File: src/rtl/proc_ctrl_pkg.sv
// Shared encodings for the bus-processor control unit: opcodes, FSM states and ALU functions.
package proc_ctrl_pkg;

    localparam logic [2:0] OP_MVI  = 3'b000;
    localparam logic [2:0] OP_MV   = 3'b001;
    localparam logic [2:0] OP_ADD  = 3'b010;
    localparam logic [2:0] OP_SUB  = 3'b011;
    localparam logic [2:0] OP_XOR  = 3'b100;
    localparam logic [2:0] OP_AND  = 3'b101;
    localparam logic [2:0] OP_OR   = 3'b110;
    localparam logic [2:0] OP_RSVD = 3'b111;

    typedef enum logic [2:0] {
        ST_IDLE = 3'b000,
        ST_T1   = 3'b001,
        ST_T2   = 3'b010,
        ST_T3   = 3'b011
    } state_t;

    localparam logic [2:0] ALU_ADD = 3'b000;
    localparam logic [2:0] ALU_SUB = 3'b001;
    localparam logic [2:0] ALU_XOR = 3'b010;
    localparam logic [2:0] ALU_AND = 3'b011;
    localparam logic [2:0] ALU_OR  = 3'b100;

    function automatic logic [2:0] alu_func(input logic [2:0] op);
        case (op)
            OP_ADD:  return ALU_ADD;
            OP_SUB:  return ALU_SUB;
            OP_XOR:  return ALU_XOR;
            OP_AND:  return ALU_AND;
            OP_OR:   return ALU_OR;
            default: return ALU_ADD;
        endcase
    endfunction

endpackage

File: src/rtl/proc_ctrl_onehot.sv
// Index to one-hot decoder; output is all-zero when disabled or when the index has no register.
module proc_ctrl_onehot #(
    parameter int NREG = 8
) (
    input  logic            en,
    input  logic [3:0]      idx,
    output logic [NREG-1:0] oh
);

    localparam int IDXW = (NREG > 2) ? $clog2(NREG) : 1;

    logic in_range;

    always_comb begin
        // Any set bit above the index field means the register cannot exist.
        in_range = en && ((idx >> IDXW) == 4'd0);
        for (int i = 0; i < NREG; i++) begin
            oh[i] = in_range && (idx[IDXW-1:0] == IDXW'(i));
        end
    end

endmodule

File: src/rtl/proc_ctrl_fsm.sv
// Multi-cycle control unit: latches one instruction per run strobe and sequences bus enables over 1-3 steps.
module proc_ctrl_fsm
    import proc_ctrl_pkg::*;
#(
    parameter int NREG = 8
) (
    input  logic            clk,
    input  logic            reset,
    input  logic            run,
    input  logic [2:0]      op,
    input  logic [3:0]      rx,
    input  logic [3:0]      ry,
    output logic [NREG-1:0] reg_in,
    output logic [NREG-1:0] reg_out,
    output logic            din_out,
    output logic            a_in,
    output logic            g_in,
    output logic            g_out,
    output logic [2:0]      alu_op,
    output logic            busy,
    output logic            done,
    output logic            err,
    output logic [2:0]      state
);

    localparam logic [4:0] NREG_W = 5'(NREG);

    state_t     state_r, state_nxt;
    logic [2:0] op_r;
    logic [3:0] rx_r, ry_r;
    logic       illegal;
    logic       in_en, out_en;
    logic [3:0] out_idx;

    always_ff @(posedge clk) begin
        if (reset) begin
            state_r <= ST_IDLE;
            op_r    <= OP_MVI;
            rx_r    <= '0;
            ry_r    <= '0;
        end else begin
            state_r <= state_nxt;
            if (state_r == ST_IDLE && run) begin
                op_r <= op;
                rx_r <= rx;
                ry_r <= ry;
            end
        end
    end

    // MVI carries no source register, so ry is only range-checked for the other ops.
    assign illegal = (op_r == OP_RSVD) ||
                     ({1'b0, rx_r} >= NREG_W) ||
                     ((op_r != OP_MVI) && ({1'b0, ry_r} >= NREG_W));

    always_comb begin
        state_nxt = state_r;
        in_en     = 1'b0;
        out_en    = 1'b0;
        out_idx   = rx_r;
        din_out   = 1'b0;
        a_in      = 1'b0;
        g_in      = 1'b0;
        g_out     = 1'b0;
        alu_op    = ALU_ADD;
        done      = 1'b0;
        err       = 1'b0;
        case (state_r)
            ST_IDLE: begin
                if (run) state_nxt = ST_T1;
            end
            ST_T1: begin
                if (illegal) begin
                    done      = 1'b1;
                    err       = 1'b1;
                    state_nxt = ST_IDLE;
                end else if (op_r == OP_MVI) begin
                    din_out   = 1'b1;
                    in_en     = 1'b1;
                    done      = 1'b1;
                    state_nxt = ST_IDLE;
                end else if (op_r == OP_MV) begin
                    out_en    = 1'b1;
                    out_idx   = ry_r;
                    in_en     = 1'b1;
                    done      = 1'b1;
                    state_nxt = ST_IDLE;
                end else begin
                    out_en    = 1'b1;
                    a_in      = 1'b1;
                    state_nxt = ST_T2;
                end
            end
            ST_T2: begin
                out_en    = 1'b1;
                out_idx   = ry_r;
                g_in      = 1'b1;
                alu_op    = alu_func(op_r);
                state_nxt = ST_T3;
            end
            ST_T3: begin
                g_out     = 1'b1;
                in_en     = 1'b1;
                done      = 1'b1;
                state_nxt = ST_IDLE;
            end
            default: state_nxt = ST_IDLE;
        endcase
    end

    assign busy  = (state_r != ST_IDLE);
    assign state = state_r;

    proc_ctrl_onehot #(.NREG(NREG)) u_reg_in (
        .en  (in_en),
        .idx (rx_r),
        .oh  (reg_in)
    );

    proc_ctrl_onehot #(.NREG(NREG)) u_reg_out (
        .en  (out_en),
        .idx (out_idx),
        .oh  (reg_out)
    );

endmodule

File: config.mk
export PLATFORM = sky130hd
export DESIGN_NAME = proc_ctrl_fsm
export DESIGN_NICKNAME = d
export VERILOG_FILES = /design/src/rtl/proc_ctrl_pkg.sv /design/src/rtl/proc_ctrl_onehot.sv /design/src/rtl/proc_ctrl_fsm.sv
export SDC_FILE = /design/constraint.sdc
export NUM_CORES = 1
export LEC_CHECK = 0
export ABC_AREA = 1
export ABC_CLOCK_PERIOD_IN_PS = 2200
export CAP_MARGIN = 30
export CELL_PAD_IN_SITES_DETAIL_PLACEMENT = 1
export CELL_PAD_IN_SITES_GLOBAL_PLACEMENT = 2
export CORE_UTILIZATION = 21
export DETAILED_ROUTE_END_ITERATION = 10
export PLACE_DENSITY_LB_ADDON = 0.1
export SYNTH_ARGS = -nofsm -noshare
export SYNTH_HDL_FRONTEND = slang
export SYNTH_SLANG_ARGS = --single-unit
File: constraint.sdc
create_clock -name clk -period 2.2 [get_ports clk]
set_input_delay 0.44 -clock clk [delete_from_list [all_inputs] [get_ports clk]]
set_output_delay 0.44 -clock clk [all_outputs]
set_load 0.01 [all_outputs]
==> results of run 1 <==
layout by cell type, fill, tap and decap left out, drive strengths merged:
master and n:
nand3b 1, conb 1, a221oi 1, nor3 6, a21oi 14, ha 4, o21ai 17, nor2 29
nand4 2, buf 50, clkdlybuf4s50 18, dlygate4sd2 7, nand3 10, nand2 45, dfxtp 13, clkbuf 4
inv 17
stage by stage:
step | util [%] | std cells | worst slack [ns]
2_1_floorplan | - | 164 | 0.119
3_3_place_gp | 35.7 | 293 | -0.138
3_5_place_dp | 35.7 | 293 | -0.279
4_1_cts | 37.0 | 302 | -0.120
5_1_grt | 39.2 | 306 | -0.115
6_report | 39.2 | 306 | -0.00164
flip-flops by register name (all words and copies together) (netlist names):
register  cells
op_r          3
rx_r          4
ry_r          4
state         2
power breakdown:
group          total (uW)  leakage, uW  switching, uW  internal (uW)
registers             307     0.000110           40.5            267
logic                 592     0.000739            315            277
clock network         220    0.0000228           91.6            128
total                1120     0.000872            447            671
worst paths after layout:
kind	from	end	slack, ns	cells past startpoint
setup reg to reg	state[0]$_SDFFE_PP0P_	ry_r[2]$_SDFFE_PP0P_	0.75	6
hold reg to reg	ry_r[2]$_SDFFE_PP0P_	ry_r[2]$_SDFFE_PP0P_	0.56	2
hold / removal	ry_r[2]$_SDFFE_PP0P_	ry_r[2]$_SDFFE_PP0P_	0.56	2
setup / recovery	op_r[2]$_SDFFE_PP0P_	reg_out[5]	-0.002	11
worst register-to-register path, stage by stage (launching register included):
cell and delay (ns):
sky130_fd_sc_hd__dfxtp_2 0.35, sky130_fd_sc_hd__inv_4 0.05, sky130_fd_sc_hd__ha_4 0.16, sky130_fd_sc_hd__nand2_1 0.40, sky130_fd_sc_hd__inv_1 0.19, sky130_fd_sc_hd__nor2_1 0.13, sky130_fd_sc_hd__nor2_1 0.06
routing by layer:
metal | wire length (um) | up-vias | track usage (%) | part of all wire, %
met3 | 98 | 4 | 2.92 | 2.4
met1 | 1830 | 645 | 19.7 | 45
met5 | 0 | - | 0 | 0
met4 | 34 | 0 | 5.88 | 0.84
met2 | 2070 | 23 | 27.8 | 51
li1 | - | 681 | - | -
final cells by class:
cell class              count  area [um2]  share of cell area [%]
multi-input cells         130         785                    42.4
repair buffers             75         597                    32.3
flip-flops and latches     13         272                    14.7
well taps                  67        83.8                    4.53
inverters                  17        68.8                    3.72
clock buffers               4        45.0                    2.43
cells by family after synthesis:
kind of cell	count (synthesis)
DFF	13
and+or+nand+nor	93
buffers and inverters	21
adders and majority gates	4
other	1
AOI/OAI and AO/OA	32
timing repair:
item	4_1_cts	5_1_grt
hold buffers	0	0
gates resized for setup	92	19
endpoints found under the setup margin	23	19
setup buffers	5	4
pin swaps	11	14
==> run metrics, run 1 <==
result of the run finished with violations; violated checks negative setup slack; EDFF count, synth 0; worst ir drop on vdd 0.240 mV; number of antenna violations at the first check in global routing 0; measured slew at the worst slew-check pin around 0.53 ns; library cell with the highest instance count after synthesis sky130_fd_sc_hd__nand2_1; relative slew slack 64.4%; buffers and inverters on the worst path 3; slowest cell delay on critical path 0.34 ns; number of clock sinks seen by CTS 13; slowest cell on the critical path sky130_fd_sc_hd__dfxtp_2; count of standard-cell rows 25; count of synthesis-stage warnings from yosys 0; TritonCTS clock tree yes; flops & latches, synth 13; capturing element type of the critical path output port; later-pin clock latency in the skew report 0.25 ns; number of maximum-capacitance constraint violations 0; DR vias/cell 4.42; peak fanout along the critical path 7; net count of the mapped netlist about 180; share of the synthesized netlist area taken by xor and xnor gates 0%; Routability Congestion 0.829; Inserted Clock Buffers 3; Power Density 604 nW/um2; Die X 71.9 um; Fin Hold WS 0.557 ns; IO buf count 41; Pre-Repair DR Iteration Count 4; fraction of the mapped netlist area in adder cells 4.88%; maximum number of pins on one net before global-route repair 20; Clock H-tree levels 1; post-detailed-route count of antenna-violating nets 0; Synth Instances 164; aggregate global routing overflow 0; count of pins over their slew limit 0; simple-gate area share of the yosys netlist 43.4%; area share of the largest cell type after synthesis about 25%; top cells by count, synth sky130_fd_sc_hd__nand2_1, sky130_fd_sc_hd__nor2_1, sky130_fd_sc_hd__o21ai_0; instance area after placement 1690 um2; final instance area about 1900 um2; die area 5170 um2; compound-gate portion of the synthesized area between 10% and 20%; total length of routed wires 4030 um; number of primary I/O pins 43; leading register cell type out of synthesis sky130_fd_sc_hd__dfxtp_1; highest attainable clock frequency 454 MHz; fill count 610; post-synthesis average cell area roughly 6.3 um2; dominant combinational cell family by area after synthesis simple AND/OR/NAND/NOR gates; worst setup slack after layout -0.00164 ns; via count of the first global-routing pass 1,379; Initial Utilization 21.7%; Tcrit/Tclk final 100%; share of post-route cells with drive strength above 1 41.4%; Final Net Count roughly 260; Setup Viol. Count Final 1; total via count after detailed routing around 1,400; total half-perimeter wirelength after legalization and detailed placement approximately 3200 um; Core Area 4720 um2; clock root buffer sky130_fd_sc_hd__clkbuf_8; WS Path Type reg2out; final hold violations 0; reported leakage power 0.000872 uW; routed wire length per instance 13.2 um; post-synthesis cell type count 26; overall fraction of global-route tracks in use about 16%; Synth async-reset ratio 0%; post-synthesis instance area 1030 um2; Worst Path Arrival 1.76 ns; maximum count of clock buffers along a single path 2; Worst Skew 0.00555 ns; top cell type by total area after synthesis sky130_fd_sc_hd__dfxtp_1; required time at the endpoint of the critical path around 1.8 ns; post-synthesis mux area share 0%; count of unresolved DRC violations after routing 0; global-route wire length before repair 6380 um; sequential fraction of the synthesis area around 25%; Inserted Diodes 0; post-CTS clock slew at the launch and capture registers of the worst setup and hold paths roughly 0.06 ns; height of the chip just over 70 um; most area-consuming cells after synthesis sky130_fd_sc_hd__dfxtp_1, sky130_fd_sc_hd__nand2_1, sky130_fd_sc_hd__nor2_1; type of element launching the critical path register; detailed router's first-iteration violation count 18; ordered cell list for the critical path nor2_4 > buf_6 > nand2_4 > inv_1 > nand4_1 > nand2_1 > nand3_1 > nand2_2 > nand2_1 > nor2_2 > buf_2; area added between synthesis and finish 80.4%; sum of internal, switching and leakage power 1120 uW; most repeated library cell on the critical path sky130_fd_sc_hd__nand2_1; cell family with the largest share of critical-path delay simple AND/OR/NAND/NOR gates; total negative setup slack -0.00164 ns; setup repair after global routing missed its margin true; path class of the lowest-slack min-delay path reg2reg; Min Clock Period, post-route 2.20 ns
No activity file was read; power rests on OpenSTA's default activity.
==> run 2: changes to the inputs <==
--- a/config.mk
+++ b/config.mk
@@ -12,6 +12,8 @@
 export CELL_PAD_IN_SITES_GLOBAL_PLACEMENT = 2
 export CORE_UTILIZATION = 21
 export DETAILED_ROUTE_END_ITERATION = 10
+export GPL_TIMING_DRIVEN = 0
+export HOLD_SLACK_MARGIN = 0.15
 export PLACE_DENSITY_LB_ADDON = 0.1
 export SYNTH_ARGS = -nofsm -noshare
 export SYNTH_HDL_FRONTEND = slang
==> run metrics, run 2 (synthesis gave the netlist of run 1 again) <==
share of post-route cells with drive strength above 1 37.9% (-3.5 points); Worst Skew 0.00312 ns (-0.00242 ns); reported leakage power 0.000807 uW (-7.5%); FF+latch area 280 um2 (+3.2%); TritonCTS clock tree yes; Highest Signal Layer met4; final hold violations 0 (unchanged); area added between synthesis and finish 71.0%; path class of the lowest-slack min-delay path reg2reg; Inserted Clock Buffers 3 (unchanged); ordered cell list for the critical path inv_4 > ha_4 > inv_4 > a21oi_2 > o21ai_1 > a21oi_2 > nand3_2 > buf_6 > nor2_2 > buf_2; capturing element type of the critical path output port; WS Path Type reg2out; DR vias/cell 4.41 (-0.29%); detailed router's first-iteration violation count 44 (+26); required time at the endpoint of the critical path 1.76 ns (about the same); maximum count of clock buffers along a single path 2 (unchanged); overall fraction of global-route tracks in use 15.0% (-1.0 points); met2 layer wire length in the routed design 1930 um (-6.4%); result of the run finished with violations; number of maximum-capacitance constraint violations 0 (unchanged); Die X 71.9 um (unchanged); count of standard-cell rows 25 (unchanged); commonest cells after routing, fill and taps aside sky130_fd_sc_hd__nand2_1, sky130_fd_sc_hd__nor2_1, sky130_fd_sc_hd__clkdlybuf4s50_1; IO buf count 41 (unchanged); Worst Path Arrival 1.82 ns (+0.06 ns); peak fanout along the critical path 4 (-3); total length of routed wires 3800 um (-5.8%); setup repair after global routing missed its margin true; total via count after detailed routing 1,283 (-5.2%); Core Area 4720 um2 (unchanged); Inserted Diodes 0 (unchanged); Pre-Repair DR Iteration Count 4 (unchanged); number of antenna violations at the first check in global routing 0 (unchanged); global-route wire length before repair 6110 um (-4.1%); post-CTS clock slew at the launch and capture registers of the worst setup and hold paths 0.06 ns (about the same); Min Clock Period, post-route 2.26 ns (+0.0546 ns); area used by multi-input combinational logic 785 um2 (unchanged); Tcrit/Tclk final 103% (+2.5 points); number of primary I/O pins 43 (unchanged); clock root buffer sky130_fd_sc_hd__clkbuf_8; type of element launching the critical path register; height of the chip 71.9 um (unchanged); pre-CTS setup slack -0.603 ns (-0.324 ns); Met1 Wirelength 1740 um (-4.8%); aggregate global routing overflow 0 (unchanged); Initial Utilization 21.7% (unchanged); largest registers rx_r (4), ry_r (4), op_r (3); Clock H-tree levels 1 (unchanged); total half-perimeter wirelength after legalization and detailed placement 2930 um (-9.2%); routed wire length per instance 13.0 um (-0.93%); count of unresolved DRC violations after routing 0 (unchanged); Power Density 607 nW/um2 (+0.46%); count of pins over their slew limit 0 (unchanged); slowest cell on the critical path sky130_fd_sc_hd__dfxtp_4; later-pin clock latency in the skew report 0.24 ns (about the same); post-detailed-route count of antenna-violating nets 0 (unchanged); cts hold-fix bufs 0 (unchanged); wire length on met3 100 um (+2.0%); maximum number of pins on one net before global-route repair 11 (-45%); via count of the first global-routing pass 1,344 (-2.5%); Final Net Count 243 (-5.8%); most common cell after layout, fill and taps aside sky130_fd_sc_hd__nand2_1; total negative setup slack -0.252 ns (-0.250 ns); slowest cell delay on critical path 0.37 ns (+0.03 ns); die area 5170 um2 (unchanged); worst ir drop on vdd 0.281 mV (+17%); Setup Viol. Count Final 7 (+6); Routability Congestion 0.841 (+1.5%); violated checks negative setup slack; number of clock sinks seen by CTS 13 (unchanged); worst setup slack after layout -0.0563 ns (-0.0546 ns); highest attainable clock frequency 443 MHz (-2.4%); fill count 601 (-1.5%); Fin Hold WS 0.528 ns (-0.0286 ns)
[run 2: metal layers]
| layer | track usage (%) | vias up |
|---|---|---|
| met4 | 4.14 | 0 |
| met2 | 26.4 | 20 |
| li1 | - | 648 |
| met3 | 1.81 | 2 |
| met5 | 0 | - |
| met1 | 19.2 | 613 |
[run 2: per-stage QoR]
step / cells / util (%) / area (um2) / total power [uW]
final: 291 / 37.1 / 1750 / 1070
after global routing: 291 / 37.1 / 1750 / 1140
after CTS: 287 / 34.9 / 1650 / 1030
after detailed placement: 272 / 32.2 / 1520 / 729
after global placement: 272 / 32.2 / 1520 / 711
after floorplan: 164 / - / 1030 / 571
[run 2: critical path, delay by kind of cell, from the launching register on]
| kind | cells | cell delay [ns] |
|---|---|---|
| compound gates | 3 | 0.35 |
| fa+ha+maj | 1 | 0.27 |
| buf+inv | 4 | 0.36 |
| flops | 1 | 0.37 |
| simple gates | 2 | 0.20 |
[run 2: final cells by class]
| type | instances | area share [%] |
|---|---|---|
| repair buffers | 56 | 26.2 |
| multi-input cells | 130 | 44.7 |
| inverters | 17 | 4.21 |
| well taps | 67 | 4.78 |
| clock buffers | 4 | 2.57 |
| flip-flops and latches | 13 | 16.0 |
| plain buffers | 4 | 1.50 |
[run 2: path summary, 6_finish.rpt]
path,start,to,slack (ns),depth (start not counted)
hold / removal,op_r[1]$_SDFFE_PP0P_,op_r[1]$_SDFFE_PP0P_,0.53,2
setup reg to reg,state[0]$_SDFFE_PP0P_,ry_r[1]$_SDFFE_PP0P_,0.69,6
setup / recovery,state[0]$_SDFFE_PP0P_,reg_out[5],-0.06,10
hold reg to reg,op_r[1]$_SDFFE_PP0P_,op_r[1]$_SDFFE_PP0P_,0.53,2
[run 2: timing repair]
item                                    4_1_cts  5_1_grt
gates resized for setup                      98       25
gates cloned                                  0        0
endpoints found under the setup margin       23       17
setup buffers                                11        4
pin swaps                                    13       11
[run 2: power by group]
| group | internal, uW | switching (uW) | total, uW |
|---|---|---|---|
| clock | 128 | 84.7 | 212 |
| combinational | 234 | 305 | 539 |
| sequential | 268 | 46.2 | 314 |
